**src/rtl/uart_echo_fifo.sv**
```systemverilog
// UART echo buffer: bytes from the receiver are queued in a small FIFO and
// handed to the transmitter one at a time. After each start request the FSM
// waits for the end-of-frame pulse, or gives up after TIMEOUT cycles, then
// idles for one cycle before issuing the next request.
module uart_echo_fifo #(
  parameter int unsigned DEPTH   = 16,
  parameter int unsigned TIMEOUT = 2048
) (
  input  logic                       hwclk,
  input  logic                       rst_n,
  input  logic                       i_Rx_DV,
  input  logic [7:0]                 i_Rx_Byte,
  input  logic                       i_Tx_Active,
  input  logic                       i_Tx_Done,
  output logic                       o_Tx_DV,
  output logic [7:0]                 o_Tx_Byte,
  output logic [$clog2(DEPTH):0]     o_Count,
  output logic                       o_Empty,
  output logic                       o_Full,
  output logic                       o_Overflow,
  output logic                       o_Timeout
);

  localparam int unsigned AddrW = $clog2(DEPTH);
  localparam int unsigned CntW  = AddrW + 1;
  localparam int unsigned TmoW  = $clog2(TIMEOUT + 1);

  typedef enum logic [1:0] {
    StIdle,
    StWaitDone,
    StGap
  } state_e;

  // Storage is never reset; only the pointers and count define its validity.
  logic [7:0]       mem_q [DEPTH];

  state_e           state_q,    state_d;
  logic [AddrW-1:0] wr_ptr_q,   wr_ptr_d;
  logic [AddrW-1:0] rd_ptr_q,   rd_ptr_d;
  logic [CntW-1:0]  count_q,    count_d;
  logic             tx_dv_q,    tx_dv_d;
  logic [7:0]       tx_byte_q,  tx_byte_d;
  logic             overflow_q, overflow_d;
  logic             timeout_q,  timeout_d;
  logic [TmoW-1:0]  tmo_cnt_q,  tmo_cnt_d;

  logic             full;
  logic             empty;
  logic             pop;
  logic             push;

  // Occupancy decode and the push/pop qualifiers shared by all next-state logic.
  always_comb begin
    full  = (count_q == CntW'(DEPTH));
    empty = (count_q == '0);
    pop   = (state_q == StIdle) && !empty && !i_Tx_Active;
    // A same-edge pop frees the slot being written, so a full FIFO still accepts.
    push  = i_Rx_DV && (!full || pop);
  end

  // Next-state for the FIFO bookkeeping, the transmit handshake and the FSM.
  always_comb begin
    state_d    = state_q;
    wr_ptr_d   = wr_ptr_q;
    rd_ptr_d   = rd_ptr_q;
    count_d    = count_q;
    tx_dv_d    = 1'b0;
    tx_byte_d  = tx_byte_q;
    overflow_d = overflow_q;
    timeout_d  = timeout_q;
    tmo_cnt_d  = '0;

    if (push) begin
      wr_ptr_d = wr_ptr_q + AddrW'(1);
    end
    if (pop) begin
      rd_ptr_d  = rd_ptr_q + AddrW'(1);
      tx_dv_d   = 1'b1;
      tx_byte_d = mem_q[rd_ptr_q];
    end

    unique case ({push, pop})
      2'b10:   count_d = count_q + CntW'(1);
      2'b01:   count_d = count_q - CntW'(1);
      default: count_d = count_q;
    endcase

    if (i_Rx_DV && !push) begin
      overflow_d = 1'b1;
    end

    unique case (state_q)
      StIdle: begin
        if (pop) begin
          state_d = StWaitDone;
        end
      end
      StWaitDone: begin
        if (i_Tx_Done) begin
          state_d = StGap;
        end else if (tmo_cnt_q == TmoW'(TIMEOUT - 1)) begin
          // The TIMEOUT-th cycle in WAIT_DONE is the last one.
          timeout_d = 1'b1;
          state_d   = StGap;
        end else begin
          tmo_cnt_d = tmo_cnt_q + TmoW'(1);
        end
      end
      StGap: begin
        state_d = StIdle;
      end
      default: begin
        state_d = StIdle;
      end
    endcase
  end

  // Control state and registered outputs, cleared asynchronously.
  always_ff @(posedge hwclk or negedge rst_n) begin
    if (!rst_n) begin
      state_q    <= StIdle;
      wr_ptr_q   <= '0;
      rd_ptr_q   <= '0;
      count_q    <= '0;
      tx_dv_q    <= 1'b0;
      tx_byte_q  <= 8'h00;
      overflow_q <= 1'b0;
      timeout_q  <= 1'b0;
      tmo_cnt_q  <= '0;
    end else begin
      state_q    <= state_d;
      wr_ptr_q   <= wr_ptr_d;
      rd_ptr_q   <= rd_ptr_d;
      count_q    <= count_d;
      tx_dv_q    <= tx_dv_d;
      tx_byte_q  <= tx_byte_d;
      overflow_q <= overflow_d;
      timeout_q  <= timeout_d;
      tmo_cnt_q  <= tmo_cnt_d;
    end
  end

  // FIFO storage write; a same-edge pop reads the old entry before it is replaced.
  always_ff @(posedge hwclk) begin
    if (push) begin
      mem_q[wr_ptr_q] <= i_Rx_Byte;
    end
  end

  // Output drive; only the empty/full flags are decoded rather than registered.
  always_comb begin
    o_Tx_DV    = tx_dv_q;
    o_Tx_Byte  = tx_byte_q;
    o_Count    = count_q;
    o_Empty    = empty;
    o_Full     = full;
    o_Overflow = overflow_q;
    o_Timeout  = timeout_q;
  end

endmodule

```
**config.mk**
```make
export PLATFORM = sky130hd
export DESIGN_NAME = uart_echo_fifo
export DESIGN_NICKNAME = d
export VERILOG_FILES = /design/src/rtl/uart_echo_fifo.sv
export SDC_FILE = /design/constraint.sdc
export NUM_CORES = 1
export LEC_CHECK = 0
export ABC_CLOCK_PERIOD_IN_PS = 2470
export BUFFER_PORTS_ARGS = -buffer_cell sky130_fd_sc_hd__buf_2
export CORE_MARGIN = 5
export CORE_UTILIZATION = 55
export CTS_BUF_LIST = sky130_fd_sc_hd__clkbuf_2 sky130_fd_sc_hd__clkbuf_4 sky130_fd_sc_hd__clkbuf_8
export CTS_CLUSTER_DIAMETER = 100
export DETAILED_ROUTE_END_ITERATION = 12
export GPL_TIMING_DRIVEN = 0
export PLACE_DENSITY = 0.75
export REMOVE_ABC_BUFFERS = 1
export SYNTH_ARGS = -nofsm -noshare
export SYNTH_HDL_FRONTEND = slang
export SYNTH_SLANG_ARGS = --single-unit
```
**constraint.sdc**
```tcl
create_clock -name hwclk -period 2.47 [get_ports hwclk]
set_input_delay 0 -clock hwclk [delete_from_list [all_inputs] [get_ports hwclk]]
set_output_delay 0 -clock hwclk [all_outputs]
set_load 0.01 [all_outputs]
```
==> results of run 1 <==
-- path summary, 6_finish.rpt --
check,from,endpoint
max reg2reg,o_Count[1],o_Count[4]
min reg2reg,o_Timeout,o_Timeout
max,o_Count[1],o_Count[4]
max in group asynchronous,rst_n,rd_ptr_q[0]
min,i_Tx_Active,o_Tx_DV
min in group asynchronous,rst_n,o_Tx_Byte[0]
-- worst max-delay path, delay by kind of cell (launching register included) --
kind            cells  cell delay [ns]
flops               1             0.40
simple gates        4             0.90
fa+ha+maj           1             0.23
compound gates      4             0.79
-- through the flow --
step / utilization / worst slack, ns / cells / area [µm²] / hold WS, ns
floorplan: - / -0.450 / 374 / 6700 / -0.296
global placement: 0.585 / -0.905 / 572 / 7060 / 0.172
detailed placement: 0.587 / -0.971 / 573 / 7080 / 0.185
CTS: 0.638 / 0.0498 / 624 / 7690 / 0.106
global route: 0.639 / -0.0708 / 624 / 7700 / 0.166
finish: 0.639 / 0.0595 / 624 / 7700 / 0.157
-- flip-flops by register name (all words and copies together) (netlist names) --
signal	flops
wr_ptr_q	4
o_Tx_DV	1
o_Overflow	1
state_q	2
o_Count	5
tmo_cnt_q	12
rd_ptr_q	4
o_Tx_Byte	8
o_Timeout	1
mem_q	128
-- cell usage after synthesis (2+ instances only) --
| library cell | count | share of area |
|---|---|---|
| edfxtp_1 | 128 | 0.57 |
| dfrtp_1 | 38 | 0.14 |
| mux4_2 | 32 | 0.11 |
| nand2_1 | 27 | 0.015 |
| nor2_1 | 19 | 0.011 |
| and2_1 | 13 | 0.012 |
| inv_1 | 13 | 0.0072 |
| xnor2_1 | 13 | 0.017 |
| a21oi_1 | 9 | 0.0066 |
| ha_1 | 9 | 0.017 |
| mux2i_1 | 9 | 0.013 |
| mux2_2 | 8 | 0.013 |
| o21ai_1 | 8 | 0.0059 |
| buf_2 | 7 | 0.0052 |
| xor2_1 | 6 | 0.0078 |
| nand3_1 | 5 | 0.0037 |
| clkbuf_1 | 4 | 0.0022 |
| nand3b_1 | 3 | 0.0033 |
| nand4_1 | 3 | 0.0028 |
| a21o_1 | 2 | 0.0022 |
| and3_1 | 2 | 0.0018 |
| and3b_1 | 2 | 0.0026 |
| and4_1 | 2 | 0.0026 |
| buf_1 | 2 | 0.0011 |
| buf_4 | 2 | 0.0022 |
| mux2_1 | 2 | 0.0033 |
| nand2b_1 | 2 | 0.0018 |
| nor2b_1 | 2 | 0.0018 |
| nor3b_1 | 2 | 0.0022 |
| o21ai_0 | 2 | 0.0015 |
-- cell families after synthesis --
group | share of synthesized area
adder cells (fa/ha/maj) | 0.0196
flip-flops | 0.708
XOR/XNOR | 0.0246
buffers and inverters | 0.0186
AND/OR/NAND/NOR | 0.0667
AO/OA/AOI/OAI | 0.0268
multiplexers | 0.136
-- power by group --
group / internal (mW) / switching, mW / total (mW)
logic: 1.25 / 1.11 / 2.36
registers: 3.45 / 0.483 / 3.93
clock network: 1.01 / 0.978 / 1.99
-- layer usage --
| layer | vias to the layer above | GRT usage | part of all wire |
|---|---|---|---|
| met2 | 102 | 0.299 | 0.53 |
| li1 | 1592 | - | - |
| met3 | 7 | 0.0480 | 0.066 |
| met5 | - | 0 | 0 |
| met4 | 0 | 0.0581 | 0.0088 |
| met1 | 1764 | 0.236 | 0.40 |
-- repair_timing --
item                       CTS  global route
hold buffers                11             0
pin swaps                    3             1
setup buffers                7             0
hold endpoints to repair   172             0
setup endpoints to repair   69           105
resized for setup            5             4
gates cloned                 1             0
-- cell usage in the layout, fill, tap and decap left out, types with 3 or more instances in the layout --
master	synthesis	layout
mux2_2	8	8
ha_1	9	8
mux2i_1	9	9
buf_4	2	7
xor2_1	6	6
dfrtp_1	38	37
dlygate4sd3_1	0	11
xnor2_1	13	13
nand4_1	3	3
nor2_1	19	18
nand3b_1	3	3
edfxtp_1	128	128
inv_1	13	13
bufinv_16	0	3
clkbuf_8	0	17
mux4_2	32	32
a21oi_1	9	9
nand2_1	27	27
o21ai_1	8	9
buf_2	7	30
nand3_1	5	5
inv_6	0	3
and2_1	13	12
-- layout make-up --
class	instances	share of cell area
flip-flops and latches	166	0.622
multi-input cells	196	0.247
repair buffers	49	0.0432
clock buffers	17	0.0304
well taps	168	0.0273
clock inverters	15	0.0231
inverters	13	0.00633
==> impl_metrics.py, run 1 <==
metrics = {
    "worst_setup_path": {
        "cp.arrival_ns": 2.77,
        "cp_max_fo": 5,
        "rrSetupSlack_ns": 0.06,
        "crit_type": "register to register",
        "r2r_cells": 9,
        "worstPathRequired_ns": 2.83,
        "cpPeakStageDelay_ns": 0.57,
        "cp-start-kind": "register",
        "cp_cell_sequence": "or4_4 -> o21ai_4 -> nor2_4 -> ha_4 -> nor2b_1 -> o21ai_1 -> nand3b_1 -> o32a_1 -> o211ai_1",
        "cp_slowest_cell": "or4_4",
        "worstSetupEndpointType": "register",
    },
    "grt": {
        "grt_pass1_vias": 3621,
        "grt_start_max_net_pins": 39,
        "overflow": 0,
        "grt_pass1_wl_mm": 19.4,
        "grt_util_all_layers": 0.181,
        "antenna_found_initial": 0,
    },
    "route": {
        "viasPerCell": 5.55,
        "wl_per_cell_um": 19.4,
        "num_vias": 3465,
        "firstDrtPassIters": 4,
        "drt_iter0_drc": 227,
        "drc": 0,
        "postRouteAntennaNets": 0,
        "totalWireLength_mm": 12.1,
    },
    "clocking": {
        "numCtsBuffers": 17,
        "cts_tree": "yes",
        "clk_pin_slew_ns": 0.08,
        "htreeDepth": 4,
        "cts_max_path_buffers": 2,
        "cts-root-buf": "clkbuf_8",
        "cts_sinks": 166,
        "clock_latency_ns": 0.44,
    },
    "timing": {
        "finalCritPeriodShare": 0.976,
        "grt_setup_unrepaired": "yes",
        "fin_crit_ns": 2.41,
        "fin_setup_tns_ns": 0,
        "worstMarginPinSlew_ns": 1.32,
        "finalHoldViolCount": 0,
        "relSlewSlack": 0.118,
        "setup_viol": 0,
        "fin_skew_ns": 0.0119,
        "slew_violations": 0,
        "max_freq_mhz": 415,
    },
    "synthesis": {
        "ys_types": 44,
        "syn_area_um2": 6780,
        "synth.avg_cell_area_um2": 17.4,
        "synthArstFlopShare": 0.229,
        "seq_area_frac_synth": 0.708,
        "synthCells": 390,
        "yosysWarnings": 0,
        "synth_ff_type": "edfxtp_1",
        "synth-edff-count": 128,
        "ys_ff_latch": 166,
    },
    "power_and_ir_drop": {
        "total_power_mw": 8.28,
        "ir_worst_vdd_mv": 0.424,
        "power_density_nw_per_um2": 1070,
        "p_leak_nw": 2.79,
    },
    "run": {
        "timing.max_cap.violations": 0,
    },
    "place": {
        "routabilityCongestion": 0.789,
        "place_hpwl_mm": 7.34,
        "port_buffers": 30,
    },
    "final_layout": {
        "multiInputGateArea_um2": 1910,
        "regArea_um2": 4800,
        "diodes": 0,
        "nets": 466,
        "drive_above_1_share": 0.265,
        "area_growth_pct": 13.7,
        "fill_cells": 836,
    },
    "floorplanning": {
        "die_w_um": 121,
        "die_y_um": 121,
        "rows": 40,
        "pin_count": 31,
        "core_area_um2": 12100,
        "dieArea_um2": 14600,
        "start_util": 0.562,
    },
    "hold_path": {
        "worstHoldPathType": "primary input to register",
        "whs_path_depth": 5,
    },
    "status": {
        "outcome": "complete, no violations",
    },
}
Note: power is estimated with default switching activity, not from simulation.
==> inputs of run 2 (changes only) <==
PLACE_DENSITY = 0.71   (was 0.75)
==> impl_metrics.py, run 2 (synthesized netlist as in run 1, its figures left out) <==
metrics = {
    "power_and_ir_drop": {
        "seqPwrFrac": 0.454,
        "power_density_nw_per_um2": 1120,
        "p_leak_nw": 2.85,
        "swShare": 0.295,
        "internal-power_mw": 6.17,
        "total_power_mw": 8.75,
        "ir_worst_vdd_mv": 0.600,
        "pwr-share-clk": 0.274,
        "p_comb_frac": 0.273,
        "p_sw_mw": 2.58,
    },
    "final_layout": {
        "area_growth_pct": 15.6,
        "top_register": "mem_q",
        "drive_above_1_share": 0.293,
        "layout_commonest_cell": "edfxtp_1",
        "diodes": 0,
        "final_area_um2": 7840,
        "largest_register_ffs": 128,
        "fill_cells": 836,
        "stdcell_count": 626,
        "layout_common_cells": "edfxtp_1 (128), dfrtp_1 (36), mux4_2 (32)",
        "final_core_util": 0.650,
        "nets": 468,
    },
    "floorplanning": {
        "pin_count": 31,
        "dieArea_um2": 14600,
        "core_area_um2": 12100,
        "start_util": 0.562,
        "die_w_um": 121,
        "rows": 40,
        "die_y_um": 121,
    },
    "grt": {
        "grt_pass1_wl_mm": 19.9,
        "antenna_found_initial": 0,
        "grt_util_all_layers": 0.187,
        "overflow": 0,
        "grt_pass1_vias": 3541,
        "grt_start_max_net_pins": 39,
    },
    "worst_setup_path": {
        "cp-start-kind": "register",
        "worstPathRequired_ns": 2.83,
        "r2r_start": "o_Count[3]",
        "worstSetupEndpointType": "register",
        "rrSetupSlack_ns": 0.05,
        "r2r-end": "o_Count[4]",
        "cp_max_fo": 5,
        "cp.arrival_ns": 2.79,
        "r2r_cells": 9,
        "crit_type": "register to register",
    },
    "timing": {
        "fin_skew_ns": 0.00420,
        "setup_viol": 0,
        "slew_violations": 0,
        "grt_setup_unrepaired": "yes",
        "relSlewSlack": 0.108,
        "finalHoldViolCount": 0,
        "fin_setup_tns_ns": 0,
        "finalCritPeriodShare": 0.981,
        "max_freq_mhz": 413,
        "fin_crit_ns": 2.42,
        "worstMarginPinSlew_ns": 1.34,
    },
    "clocking": {
        "cts-root-buf": "clkbuf_8",
        "htreeDepth": 4,
        "cts_tree": "yes",
        "numCtsBuffers": 17,
        "cts_max_path_buffers": 2,
        "cts_sinks": 166,
        "clk_pin_slew_ns": 0.08,
        "clock_latency_ns": 0.45,
    },
    "place": {
        "routabilityCongestion": 0.750,
        "place_inst": 573,
        "place_area_um2": 7080,
        "port_buffers": 30,
        "place_hpwl_mm": 7.43,
    },
    "status": {
        "outcome": "complete, no violations",
    },
    "route": {
        "drc": 0,
        "totalWireLength_mm": 12.6,
        "wl_per_cell_um": 20.1,
        "drt_iter0_drc": 334,
        "postRouteAntennaNets": 0,
        "viasPerCell": 5.50,
        "firstDrtPassIters": 4,
        "num_vias": 3441,
    },
    "hold_path": {
        "whs_path_depth": 4,
        "worstHoldPathType": "primary input to register",
        "hp-start": "i_Tx_Active",
        "min_to": "o_Overflow",
    },
    "run": {
        "timing.max_cap.violations": 0,
    },
}
## run 2: worst max path at each step
stage,depth (start not counted),to,slack [ns],start
floorplan,9,o_Count[4],-0.45,o_Count[1]
global placement,9,o_Count[4],-0.97,o_Count[0]
detailed placement,9,o_Count[4],-1.02,o_Count[0]
CTS,9,o_Count[4],-0.09,o_Count[3]
global route,9,o_Count[4],-0.04,o_Count[3]
finish,9,o_Count[4],0.05,o_Count[3]
## run 2: area by class of cell
| cell class | count | area, µm² | share of cell area |
|---|---|---|---|
| sequential | 166 | 4800 | 0.612 |
| timing repair buffer | 51 | 350 | 0.0447 |
| tap | 168 | 210 | 0.0268 |
| clock buffer | 19 | 255 | 0.0326 |
| inverter | 13 | 48.8 | 0.00623 |
| clock inverter | 13 | 250 | 0.0319 |
| multi-input combinational | 196 | 1920 | 0.245 |
## run 2: critical path, cell delays in order, from the launching register on
cell,delay [ns]
dfrtp_1,0.43
or4_4,0.57
o21ai_4,0.19
nor2_4,0.09
ha_4,0.23
nor2b_1,0.13
o21ai_2,0.13
nand3b_1,0.11
o32a_1,0.30
o211ai_1,0.16
## run 2: power groups by stage
stage	Clock, mW	Sequential (mW)	Combinational, mW
final	2.39	3.97	2.39
after floorplan	0	4.00	1.49
after detailed placement	0	4.02	2.24
after global routing	2.55	4.04	2.65
after global placement	0	4.10	2.03
after CTS	2.42	3.97	2.36
## run 2: timing repair
| item | CTS | global route |
|---|---|---|
| gates resized for setup | 11 | 8 |
| hold buffers | 12 | 0 |
| gates cloned | 1 | 0 |
| hold endpoints to repair | 172 | 0 |
| endpoints found under the setup margin | 70 | 71 |
| setup buffers | 3 | 5 |
| pin swaps | 3 | 5 |
## run 2: layer usage
metal,global-route usage,vias to the layer above,part of all wire
met2,0.302,78,0.52
li1,-,1588,-
met3,0.0466,17,0.050
met1,0.249,1758,0.42
met4,0.0680,0,0.016
met5,0,-,0
## run 2: through the flow
stage	hold WS [ns]	setup slack, ns
after floorplan	-0.296	-0.450
after global placement	0.175	-0.973
after detailed placement	0.206	-1.02
after CTS	0.0768	-0.0869
after global routing	0.0804	-0.0428
final	0.0794	0.0469
